[src/rtl/mvm_seq_ctrl.sv]
// -----------------------------------------------------------------------------
// mvm_seq_ctrl
//   Control FSM for the streaming y = M*x + b matrix-vector engine.
//   One job is SIZE*SIZE M elements, then SIZE x elements, then SIZE b elements
//   on a valid/ready input stream. After loading, each row runs a bias preload
//   followed by SIZE multiply-accumulates. The row result is then offered on a
//   valid/ready output stream. This block has no data ports; the datapath
//   consumes its strobes and addresses.
//
//   Optional feature: define MVM_CYCLE_CNT_EN to add the cycle_cnt output
//   (job duration from first M transfer to final output handshake).
//
// Ports
//   clk        in   rising-edge clock
//   reset      in   asynchronous active-low reset
//   s_valid    in   input element valid
//   s_ready    out  controller accepts an input element (LOAD_* states only)
//   m_valid    out  y[row] valid on datapath output
//   m_ready    in   consumer accepts y[row]
//   wr_m/x/b   out  write current input element to M / x / b memory
//   addr_m     out  M read/write address (row-major)
//   addr_x     out  x read/write address
//   addr_b     out  b read/write address
//   load_bias  out  accumulator <= b[addr_b of previous cycle]
//   en_acc     out  accumulator += M*x read out in the previous cycle
//   cycle_cnt  out  [MVM_CYCLE_CNT_EN only] saturating job cycle count
// -----------------------------------------------------------------------------
module mvm_seq_ctrl #(
   parameter int SIZE = 3,
   parameter int AW_M = $clog2(SIZE*SIZE),
   parameter int AW_V = $clog2(SIZE)
) (
   input  logic            clk,
   input  logic            reset,
   input  logic            s_valid,
   output logic            s_ready,
   output logic            m_valid,
   input  logic            m_ready,
   output logic            wr_m,
   output logic            wr_x,
   output logic            wr_b,
   output logic [AW_M-1:0] addr_m,
   output logic [AW_V-1:0] addr_x,
   output logic [AW_V-1:0] addr_b,
   output logic            load_bias,
   output logic            en_acc
`ifdef MVM_CYCLE_CNT_EN
   ,
   output logic [31:0]     cycle_cnt
`endif
);

   typedef enum logic [2:0] {
      LOAD_M, LOAD_X, LOAD_B, CLR, MAC, DRAIN, OUT
   } state_t;

   localparam logic [AW_M-1:0] M_LAST = AW_M'(SIZE*SIZE - 1);
   localparam logic [AW_V-1:0] V_LAST = AW_V'(SIZE - 1);

   state_t          state;
   logic [AW_V-1:0] row;
   logic            xfer;
   logic            out_hs;

   // s_ready is a register that is only set in LOAD_*, so gating with it keeps
   // the write strobes low during reset and outside the load phase.
   assign xfer   = s_valid && s_ready;
   assign wr_m   = xfer && (state == LOAD_M);
   assign wr_x   = xfer && (state == LOAD_X);
   assign wr_b   = xfer && (state == LOAD_B);
   assign out_hs = m_valid && m_ready;

   always_ff @(posedge clk or negedge reset) begin
      if (!reset) begin
         state     <= LOAD_M;
         row       <= '0;
         s_ready   <= 1'b0;
         m_valid   <= 1'b0;
         addr_m    <= '0;
         addr_x    <= '0;
         addr_b    <= '0;
         load_bias <= 1'b0;
         en_acc    <= 1'b0;
      end else begin
         // Memory reads take one cycle, so the accumulator strobes trail the
         // cycle that presented the read address.
         load_bias <= (state == CLR);
         en_acc    <= (state == MAC);
         case (state)
            LOAD_M: begin
               s_ready <= 1'b1;
               if (xfer) begin
                  if (addr_m == M_LAST) begin
                     addr_m <= '0;
                     state  <= LOAD_X;
                  end else begin
                     addr_m <= addr_m + AW_M'(1);
                  end
               end
            end
            LOAD_X: begin
               s_ready <= 1'b1;
               if (xfer) begin
                  if (addr_x == V_LAST) begin
                     addr_x <= '0;
                     state  <= LOAD_B;
                  end else begin
                     addr_x <= addr_x + AW_V'(1);
                  end
               end
            end
            LOAD_B: begin
               s_ready <= 1'b1;
               if (xfer) begin
                  if (addr_b == V_LAST) begin
                     // addr_b = row = 0 during the first CLR cycle
                     addr_b  <= '0;
                     row     <= '0;
                     s_ready <= 1'b0;
                     state   <= CLR;
                  end else begin
                     addr_b <= addr_b + AW_V'(1);
                  end
               end
            end
            CLR: begin
               addr_m <= AW_M'(int'(row) * SIZE);
               addr_x <= '0;
               state  <= MAC;
            end
            MAC: begin
               // Addresses stop on the last k and stay frozen through DRAIN/OUT.
               if (addr_x == V_LAST) begin
                  state <= DRAIN;
               end else begin
                  addr_m <= addr_m + AW_M'(1);
                  addr_x <= addr_x + AW_V'(1);
               end
            end
            DRAIN: begin
               m_valid <= 1'b1;
               state   <= OUT;
            end
            OUT: begin
               if (out_hs) begin
                  m_valid <= 1'b0;
                  if (row == V_LAST) begin
                     s_ready <= 1'b1;
                     row     <= '0;
                     addr_m  <= '0;
                     addr_x  <= '0;
                     addr_b  <= '0;
                     state   <= LOAD_M;
                  end else begin
                     row    <= row + AW_V'(1);
                     addr_b <= row + AW_V'(1);
                     state  <= CLR;
                  end
               end
            end
            default: state <= LOAD_M;
         endcase
      end
   end

`ifdef MVM_CYCLE_CNT_EN
   logic [31:0] run_cnt;
   logic        running;

   function automatic logic [31:0] sat_inc(input logic [31:0] v);
      return (v == 32'hFFFF_FFFF) ? v : v + 32'd1;
   endfunction

   // run_cnt holds the cycles already counted before the current one, so the
   // value latched at the final handshake includes that handshake cycle.
   always_ff @(posedge clk or negedge reset) begin
      if (!reset) begin
         run_cnt   <= '0;
         running   <= 1'b0;
         cycle_cnt <= '0;
      end else if (wr_m && (addr_m == '0)) begin
         run_cnt <= 32'd1;
         running <= 1'b1;
      end else if (running) begin
         if (out_hs && (row == V_LAST)) begin
            cycle_cnt <= sat_inc(run_cnt);
            running   <= 1'b0;
         end else begin
            run_cnt <= sat_inc(run_cnt);
         end
      end
   end
`endif

endmodule
[config.mk]
export PLATFORM = sky130hd
export DESIGN_NAME = mvm_seq_ctrl
export DESIGN_NICKNAME = d
export VERILOG_FILES = /design/src/rtl/mvm_seq_ctrl.sv
export SDC_FILE = /design/constraint.sdc
export NUM_CORES = 1
export LEC_CHECK = 0
export ABC_CLOCK_PERIOD_IN_PS = 2950
export CAP_MARGIN = 5
export CORE_UTILIZATION = 44
export CTS_CLUSTER_SIZE = 10
export DETAILED_ROUTE_END_ITERATION = 6
export PLACE_DENSITY = 0.69
export SLEW_MARGIN = 20
export SYNTH_ARGS = -nofsm -noshare
export SYNTH_HDL_FRONTEND = slang
export SYNTH_SLANG_ARGS = --single-unit
[constraint.sdc]
create_clock -name clk -period 2.95 [get_ports clk]
set_input_delay 0.4425 -clock clk [delete_from_list [all_inputs] [get_ports clk]]
set_output_delay 0.4425 -clock clk [all_outputs]
set_load 0.005 [all_outputs]
==> impl.org, run 1 <==
** Outcome
- The run finished with clean final reports.

** Logic synthesis
- The mapped netlist covers 1240 um^2.
- Net Count, Synth :: 135
- Area fraction of the dominant cell type after synthesis :: 34.4%
- Avg Inst Size Synth :: 10.2 um^2
- Yosys mapped a number of flops with a built-in enable equal to 0.
- Most common flop cell mapped by yosys :: sky130_fd_sc_hd__dfrtp_1
- Portion of the post-synthesis area used by sequential elements :: 34.4%
- Largest area contributor in the synthesized netlist :: sky130_fd_sc_hd__dfrtp_1
- Post-synth cell types :: 46
- Share of flip-flops with an asynchronous set or reset after synthesis :: 100%
- The Yosys step of the flow raised 0 warnings.
- Total of flip-flops plus latches after synthesis :: 17
- By area the synthesized netlist is led by sky130_fd_sc_hd__dfrtp_1 34%, sky130_fd_sc_hd__ha_1 10%, sky130_fd_sc_hd__mux2_4 4.9%, sky130_fd_sc_hd__nand2_1 3.6%, sky130_fd_sc_hd__inv_1 2.7%.
- Synthesis produced 121 cells.

** Layout
- Fraction of layout instances using a drive strength above 1 :: 12.9%
- For this run, the post-layout net count is 155.
- In the final layout, the multi-input gates occupy 746 um^2.
- In the final layout, flip-flops and latches occupy roughly 430 um^2.
- Number of filler instances in the final layout :: 250
- Area of all placed cells without fillers :: 1470 um^2
- Inserted Diodes :: 0
- Layout overhead on the synthesized area :: 18.7%

** Setup path
- First element of the critical path :: s_valid
- Grouping stages by cell kind, the critical path spends the most delay in buffers and inverters.
- In this run the critical register-to-register path is captured at addr_m[0].
- Depth of the most critical reg-to-reg path :: 4
- For the worst setup path, the data arrival time is 2.11 ns.
- STA classifies the critical path endpoint as a primary output.
- The worst setup path is launched from an input port.
- The critical path is of the in -> out type.
- Worst endpoint required time :: around 2.5 ns
- Counting stages on the worst path, the most repeated cell is sky130_fd_sc_hd__clkdlybuf4s50_1.
- Buffers plus inverters on the worst setup path :: 2
- Crit path max-delay cell type :: sky130_fd_sc_hd__clkdlybuf4s50_1
- Critical register-to-register path startpoint :: state[2]
- Worst path depth :: 4
- Worst-path fanout max :: 6
- Critical path, cell by cell :: clkdlybuf4s50_1, nand2_1, nor4b_4, clkdlybuf4s50_1
- Worst setup path endpoint :: wr_b
- The largest single stage delay on the critical path is 0.58 ns.
- Worst R2R Setup Slack :: 0.96 ns

** Global route
- GRT Total Usage :: 21.2%
- The first global-routing pass estimated approximately 4500 um of wire.
- Antenna violations before repair :: 0
- After global routing the overflow that remains totals 0.
- Entering global routing, the biggest net connects 20 pins.
- Vias in the first global route :: 973

** Floorplan
- Pin placement for this block handled 19 I/O pins.
- Measured along the x axis, the die boundary spans 55.0 um.
- Initial core utilization :: 48.1%
- The floorplan step defined a die boundary enclosing 3030 um^2.
- The floorplan has 18 rows.
- Vertical die dimension :: 55.0 um
- After floorplanning, the core was sized to cover 2570 um^2.

** Hold path
- The worst hold path belongs to the class reg -> reg.

** Timing
- The worst path needs about 2.6 ns of the cycle, external delays included.
- Between clock sinks in the finished design, the worst skew comes to approximately 0.0013 ns.
- Maximum clock frequency :: just under 400 MHz
- Final count of negative-setup-slack endpoints :: 0
- Setup TNS :: 0 ns
- The number of endpoints with negative hold slack in the final report came to 0.
- RSZ-0062 raised after global routing :: no
- Of the available clock period, the critical path in the final layout requires 86.6%.
- Across all hold checks on the routed design, the worst slack comes to around 0.57 ns.
- At the pin with the least slew margin, the transition time is 0.798 ns.
- Relative slew margins :: a little under half
- Slack of the critical path :: ~0.40 ns
- Final number of max-transition violations :: 0

** Power
- Power density cells :: 938 nW/um^2
- Leakage power of the design :: 0.655 nW
- Worst ir drop on vdd :: around 530 uV

** Flow run
- Max-Cap Viols :: 0

** Clock network
- Deepest clock path buffer count :: 2
- H-tree levels :: 1
- TritonCTS clock tree :: built
- Clock edge transition at the registers on the reported setup and hold paths :: 0.10 ns
- The number of setup buffers added after CTS is 0.
- The number of gates resized after CTS was 0.
- Clock Sink Count :: 17
- Hold-fix buffers at CTS :: 0
- Total clock buffers created by CTS :: 3
- The tree is rooted in a sky130_fd_sc_hd__clkbuf_4.
- Clock latency reported for the late side of the worst-skew pair :: 0.29 ns

** Detailed routing
- For this block, the initial DRC count from the detailed router was 31.
- Wire length per cell :: roughly 15 um
- Overall routed net length :: 2620 um
- For this run, design rule violations remaining after detail routing come to 0.
- Via/cell ratio :: about 6
- The pre-antenna-repair detailed-routing pass consisted of 4 iterations.
- Vias after detailed routing :: 1006
- In this run the remaining antenna-violating nets after routing total 0.

** Placement
- Count of input and output buffers :: 18
- The congestion estimate from routability-driven global placement came to between 0.7 and 0.8.
- Post-Place Setup Slack :: 0.411 ns
- Standard cell area after detailed placement :: between 1000 and 1500 um^2
- Detailed placement ended at an HPWL of approximately 1900 um.
cells by family after synthesis:
| family | count (synthesis) | synth area share (%) |
|---|---|---|
| buffers and inverters | 15 | 5.26 |
| flip-flops | 17 | 34.4 |
| AO/OA/AOI/OAI | 32 | 20.5 |
| AND/OR/NAND/NOR | 41 | 23.2 |
| adder cells (fa/ha/maj) | 10 | 10.1 |
| multiplexers | 6 | 6.48 |
per-stage QoR:
step                      utilization [%]  power [mW]  instances
after floorplan                         -       0.990        121
after global placement               56.1        1.22        166
after detailed placement             56.1        1.25        166
after CTS                            57.2        1.38        170
after global routing                 57.2        1.51        170
final                                57.2        1.38        170
sequential cells by signal, indices dropped and copies added (netlist names):
| name | cells |
|---|---|
| addr_x | 2 |
| row | 2 |
| s_ready | 1 |
| addr_b | 2 |
| load_bias | 1 |
| state | 3 |
| m_valid | 1 |
| addr_m | 4 |
| en_acc | 1 |
layout by cell type (no fill, tap or decap), types with 2 or more instances in the layout:
cell type / n
sky130_fd_sc_hd__ha_1: 10
sky130_fd_sc_hd__clkbuf_4: 3
sky130_fd_sc_hd__a21o_1: 3
sky130_fd_sc_hd__clkdlybuf4s50_1: 18
sky130_fd_sc_hd__o32ai_1: 2
sky130_fd_sc_hd__buf_4: 2
sky130_fd_sc_hd__mux2_4: 4
sky130_fd_sc_hd__mux2i_1: 2
sky130_fd_sc_hd__a31oi_1: 3
sky130_fd_sc_hd__a21oi_1: 5
sky130_fd_sc_hd__inv_1: 9
sky130_fd_sc_hd__nand3b_1: 3
sky130_fd_sc_hd__o21ai_0: 3
sky130_fd_sc_hd__and4_1: 2
sky130_fd_sc_hd__dfrtp_1: 17
sky130_fd_sc_hd__nor2_1: 4
sky130_fd_sc_hd__nand3_1: 2
sky130_fd_sc_hd__o2bb2ai_1: 2
sky130_fd_sc_hd__a211o_1: 2
sky130_fd_sc_hd__nor2b_1: 3
sky130_fd_sc_hd__nand2_1: 12
sky130_fd_sc_hd__a22oi_1: 2
sky130_fd_sc_hd__o31a_1: 2
cells in the mapped netlist (2+ instances only):
cell type and instances:
sky130_fd_sc_hd__nor2b_1 3, sky130_fd_sc_hd__buf_2 4, sky130_fd_sc_hd__a21o_1 3, sky130_fd_sc_hd__dfrtp_1 17
sky130_fd_sc_hd__a211o_1 2, sky130_fd_sc_hd__a21oi_1 5, sky130_fd_sc_hd__o32ai_1 2, sky130_fd_sc_hd__a22oi_1 2
sky130_fd_sc_hd__nand2_1 12, sky130_fd_sc_hd__o31a_1 2, sky130_fd_sc_hd__a31oi_1 3, sky130_fd_sc_hd__inv_1 9
sky130_fd_sc_hd__ha_1 10, sky130_fd_sc_hd__o21ai_0 3, sky130_fd_sc_hd__and4_1 2, sky130_fd_sc_hd__nand3b_1 3
sky130_fd_sc_hd__nand3_1 2, sky130_fd_sc_hd__mux2i_1 2, sky130_fd_sc_hd__nor2_1 4, sky130_fd_sc_hd__o2bb2ai_1 2
sky130_fd_sc_hd__mux2_4 4
worst min path at each step:
stage	startpoint	end	slack [ns]	depth (start not counted)
CTS	row[0]	row[0]	0.57	1
finish	row[0]	row[0]	0.57	1
global route	row[0]	row[0]	0.59	1
global placement	row[0]	row[0]	0.52	1
floorplan	reset	addr_b[0]	0.15	0
detailed placement	row[0]	row[0]	0.55	1
cell type report:
| cell class | count | share of cell area (%) |
|---|---|---|
| flip-flops and latches | 17 | 29.0 |
| inverters | 10 | 2.56 |
| repair buffers | 20 | 13.3 |
| multi-input cells | 89 | 50.8 |
| well taps | 30 | 2.56 |
| clock buffers | 4 | 1.79 |
routing by layer:
metal,vias up,global-route usage [%],share of wire (%)
li1,489,-,-
met1,495,28.7,49
met2,20,34.1,46
met3,2,5.19,3.7
met4,0,3.75,0.57
met5,-,0,0
report_power, final:
group	switching (mW)	internal, mW	leakage (nW)
sequential	0.174	0.320	0.215
clock	0.0763	0.0527	0.0150
combinational	0.324	0.430	0.425
total	0.574	0.802	0.655
Note: power is estimated with default switching activity, not from simulation.
==> inputs of run 2 (changes only) <==
SLEW_MARGIN = 25   (was 20)
==> results of run 2 <==
No change in the layout: final DEF, timing and power equal those of run 1.
==> inputs of run 3 (changes only) <==
CORE_ASPECT_RATIO = 0.5   (was default)
==> run 3 against run 2 <==
First-iteration DRC count grew 120%. Clock skew grew 0.0016 ns. Die area grew 0.42%. Critical endpoint unchanged. Largest cell class unchanged.
==> impl.org, run 3 (synthesis gave the netlist of run 1 again) <==
** Timing
- Largest clock skew in the final design :: 0.00293 ns (+0.00160 ns)
- The final critical path time including I/O delays and setup was 2.57 ns (+0.0120 ns).
- The max-slew violation total from the final report was 0 (unchanged).
- The sum of negative setup slack is 0 ns (unchanged).
- Final-report hold violation count :: 0 (unchanged)
- The fraction of the cycle the final worst path needs is 87.0% (+0.41 points).
- The normalized max-slew margin was 47.2% (+0.56 points).
- The final setup violation count was 0 (unchanged).
- Slack of the critical path :: 0.384 ns (-0.0120 ns)
- The slew at the pin with the worst max-slew slack was 0.790 ns (-0.00842 ns).
- Setup repair after global routing left no endpoint under its margin.
- Maximum clock frequency :: 390 MHz (-0.47%)

** Clock network
- Total clock buffers created by CTS :: 3 (unchanged)
- Deepest clock path buffer count :: 2 (unchanged)
- Clock latency reported for the late side of the worst-skew pair :: 0.25 ns (-0.04 ns)
- The clock-pin slew of the registers on the worst-case setup and hold paths was 0.06 ns (-0.04 ns).
- The tree is rooted in a sky130_fd_sc_hd__clkbuf_8.
- The count of clock tree sinks came to 17 (unchanged).
- The H-tree level count is 1 (unchanged).
- TritonCTS clock tree :: built
- Post-CTS Repair Setup Buffers :: 0 (unchanged)
- The post-cts sizing count was 0 (unchanged).
- The post-cts hold buffer count was 0 (unchanged).

** Hold path
- Start point of the worst min-delay path :: row[0]
- In this run the worst hold path is classified as reg -> reg.

** Power
- Worst ir drop on vdd :: 489 uV (-7.9%)
- Power density cells :: 955 nW/um^2 (+1.8%)
- The static leakage power is 0.668 nW (+2.0%).

** Layout
- Inserted Diodes :: 0 (unchanged)
- Final Net Count :: 156 (+0.65%)
- Max FFs per register :: 4 (unchanged)
- The share of the core filled with cells came to 57.0% (-0.14 points).
- Fraction of layout instances using a drive strength above 1 :: 13.5% (+0.62 points)
- Leading registers by flop count :: addr_m (4), state (3)
- Largest register by flop count :: addr_m
- Layout overhead on the synthesized area :: 21.6%
- Leaving out fill and tap cells, the most frequent cell in the layout is sky130_fd_sc_hd__clkdlybuf4s50_1.
- Number of filler instances in the final layout :: 247 (-1.2%)
- Leading cell types in the layout, fill and taps excluded :: 18 x sky130_fd_sc_hd__clkdlybuf4s50_1, 17 x sky130_fd_sc_hd__dfrtp_1, 12 x sky130_fd_sc_hd__nand2_1, 10 x sky130_fd_sc_hd__ha_1, 9 x sky130_fd_sc_hd__inv_1

** Placement
- Post-Place Setup Slack :: 0.406 ns (-0.00469 ns)
- Count of input and output buffers :: 18 (unchanged)
- The detailed-placement wirelength estimate came to 1900 um (-0.92%).
- The global placer's final weighted congestion is 0.768 (-1.5%).

** Setup path
- The data arrival time at the worst-slack endpoint was 2.12 ns (about the same).
- The worst setup path is of the in -> out kind.
- Worst-path fanout max :: 6 (unchanged)
- The cell that appears most often on the critical path is sky130_fd_sc_hd__clkdlybuf4s50_1.
- Critical path endpoint category :: primary output
- STA classifies the critical path startpoint as an input port.
- Crit path max-delay cell type :: sky130_fd_sc_hd__clkdlybuf4s50_1
- First element of the critical path :: s_valid
- The startpoint identified for the worst register-to-register timing path is state[1].
- The worst path buffer plus inverter count is 2 (unchanged).
- The required arrival time at the worst endpoint was 2.51 ns (about the same).
- Peak per-stage delay on the critical path :: 0.57 ns (about the same)
- Critical path, cell by cell :: clkdlybuf4s50_1, nand2_1, nor4b_4, clkdlybuf4s50_1
- Among cell families on the critical path, the largest total delay comes from buffers and inverters.

** Floorplan
- The area of the core region was 2640 um^2 (+2.6%).
- Initial core utilization :: 46.9% (-1.2 points)
- Die X-Extent :: 77.0 um (+40%)
- The count of pins on the block boundary was 19 (unchanged).
- Number of cell rows :: 13 (-5)
- The area of the die came to 3040 um^2 (+0.42%).
- Vertical die dimension :: 39.5 um (-28%)

** Detailed routing
- Number of search-and-repair iterations in the first detailed-routing pass :: 4 (unchanged)
- Residual DRC :: 0 (unchanged)
- The wire length after detailed routing is 2570 um (-1.9%).
- Via/cell ratio :: 5.60 (-5.3%)
- Vias after detailed routing :: 997 (-0.89%)
- Number of DRC violations after detailed-routing iteration 0 :: 69 (+120%)
- Antenna Nets Post-Route :: 0 (unchanged)
- Wire length per cell :: 14.4 um (-6.3%)

** Global route
- Antenna violations before repair :: 0 (unchanged)
- Total overflow reported by the global router :: 0 (unchanged)
- The largest net degree at the start of global routing was 18 (-10%).
- The number of global-route vias before repair came to 820 (-16%).
- The total routing usage reported by global routing came to 18.6% (-2.6 points).
- Global-route wire length before repair :: 4070 um (-10%)

** Outcome
- Outcome :: completed

** Flow run
- Max-Cap Viols :: 0 (unchanged)
-- run 3: path summary, 6_finish.rpt --
| check | slack, ns | end | cells after the start |
|---|---|---|---|
| max | 0.38 | wr_b | 4 |
| min | 0.55 | row[0] | 1 |
| max reg2reg | 0.98 | addr_x[1] | 5 |
| min reg2reg | 0.55 | row[0] | 1 |
| max in group asynchronous | 1.81 | addr_b[1] | 1 |
| min in group asynchronous | 0.65 | state[1] | 1 |
-- run 3: cell type report --
cell class | count | area [um^2] | area share (%)
Inverter | 10 | 37.5 | 2.50
Sequential cell | 17 | 425 | 28.3
Multi-Input combinational cell | 89 | 746 | 49.6
Timing Repair Buffer | 21 | 203 | 13.5
Tap cell | 37 | 46.3 | 3.08
Clock buffer | 4 | 45.0 | 3.00
-- run 3: metrics by stage --
stage | instance area, um^2 | total power [mW] | cells | hold slack [ns]
final | 1500 | 1.43 | 178 | 0.551
after global routing | 1500 | 1.54 | 178 | 0.580
after CTS | 1500 | 1.44 | 178 | 0.562
after detailed placement | 1460 | 1.26 | 174 | 0.546
after global placement | 1460 | 1.24 | 174 | 0.538
after floorplan | 1240 | 0.990 | 121 | 0.147
-- run 3: per-layer routing --
| metal | track usage [%] | part of all wire (%) |
|---|---|---|
| met1 | 25.0 | 52 |
| met4 | 5.77 | 0.97 |
| met3 | 4.88 | 5.7 |
| met2 | 29.5 | 42 |
| met5 | 0 | 0 |
-- run 3: where the power goes --
group | internal [mW] | switching [mW]
registers | 0.321 | 0.157
clock network | 0.0959 | 0.0804
logic | 0.438 | 0.342
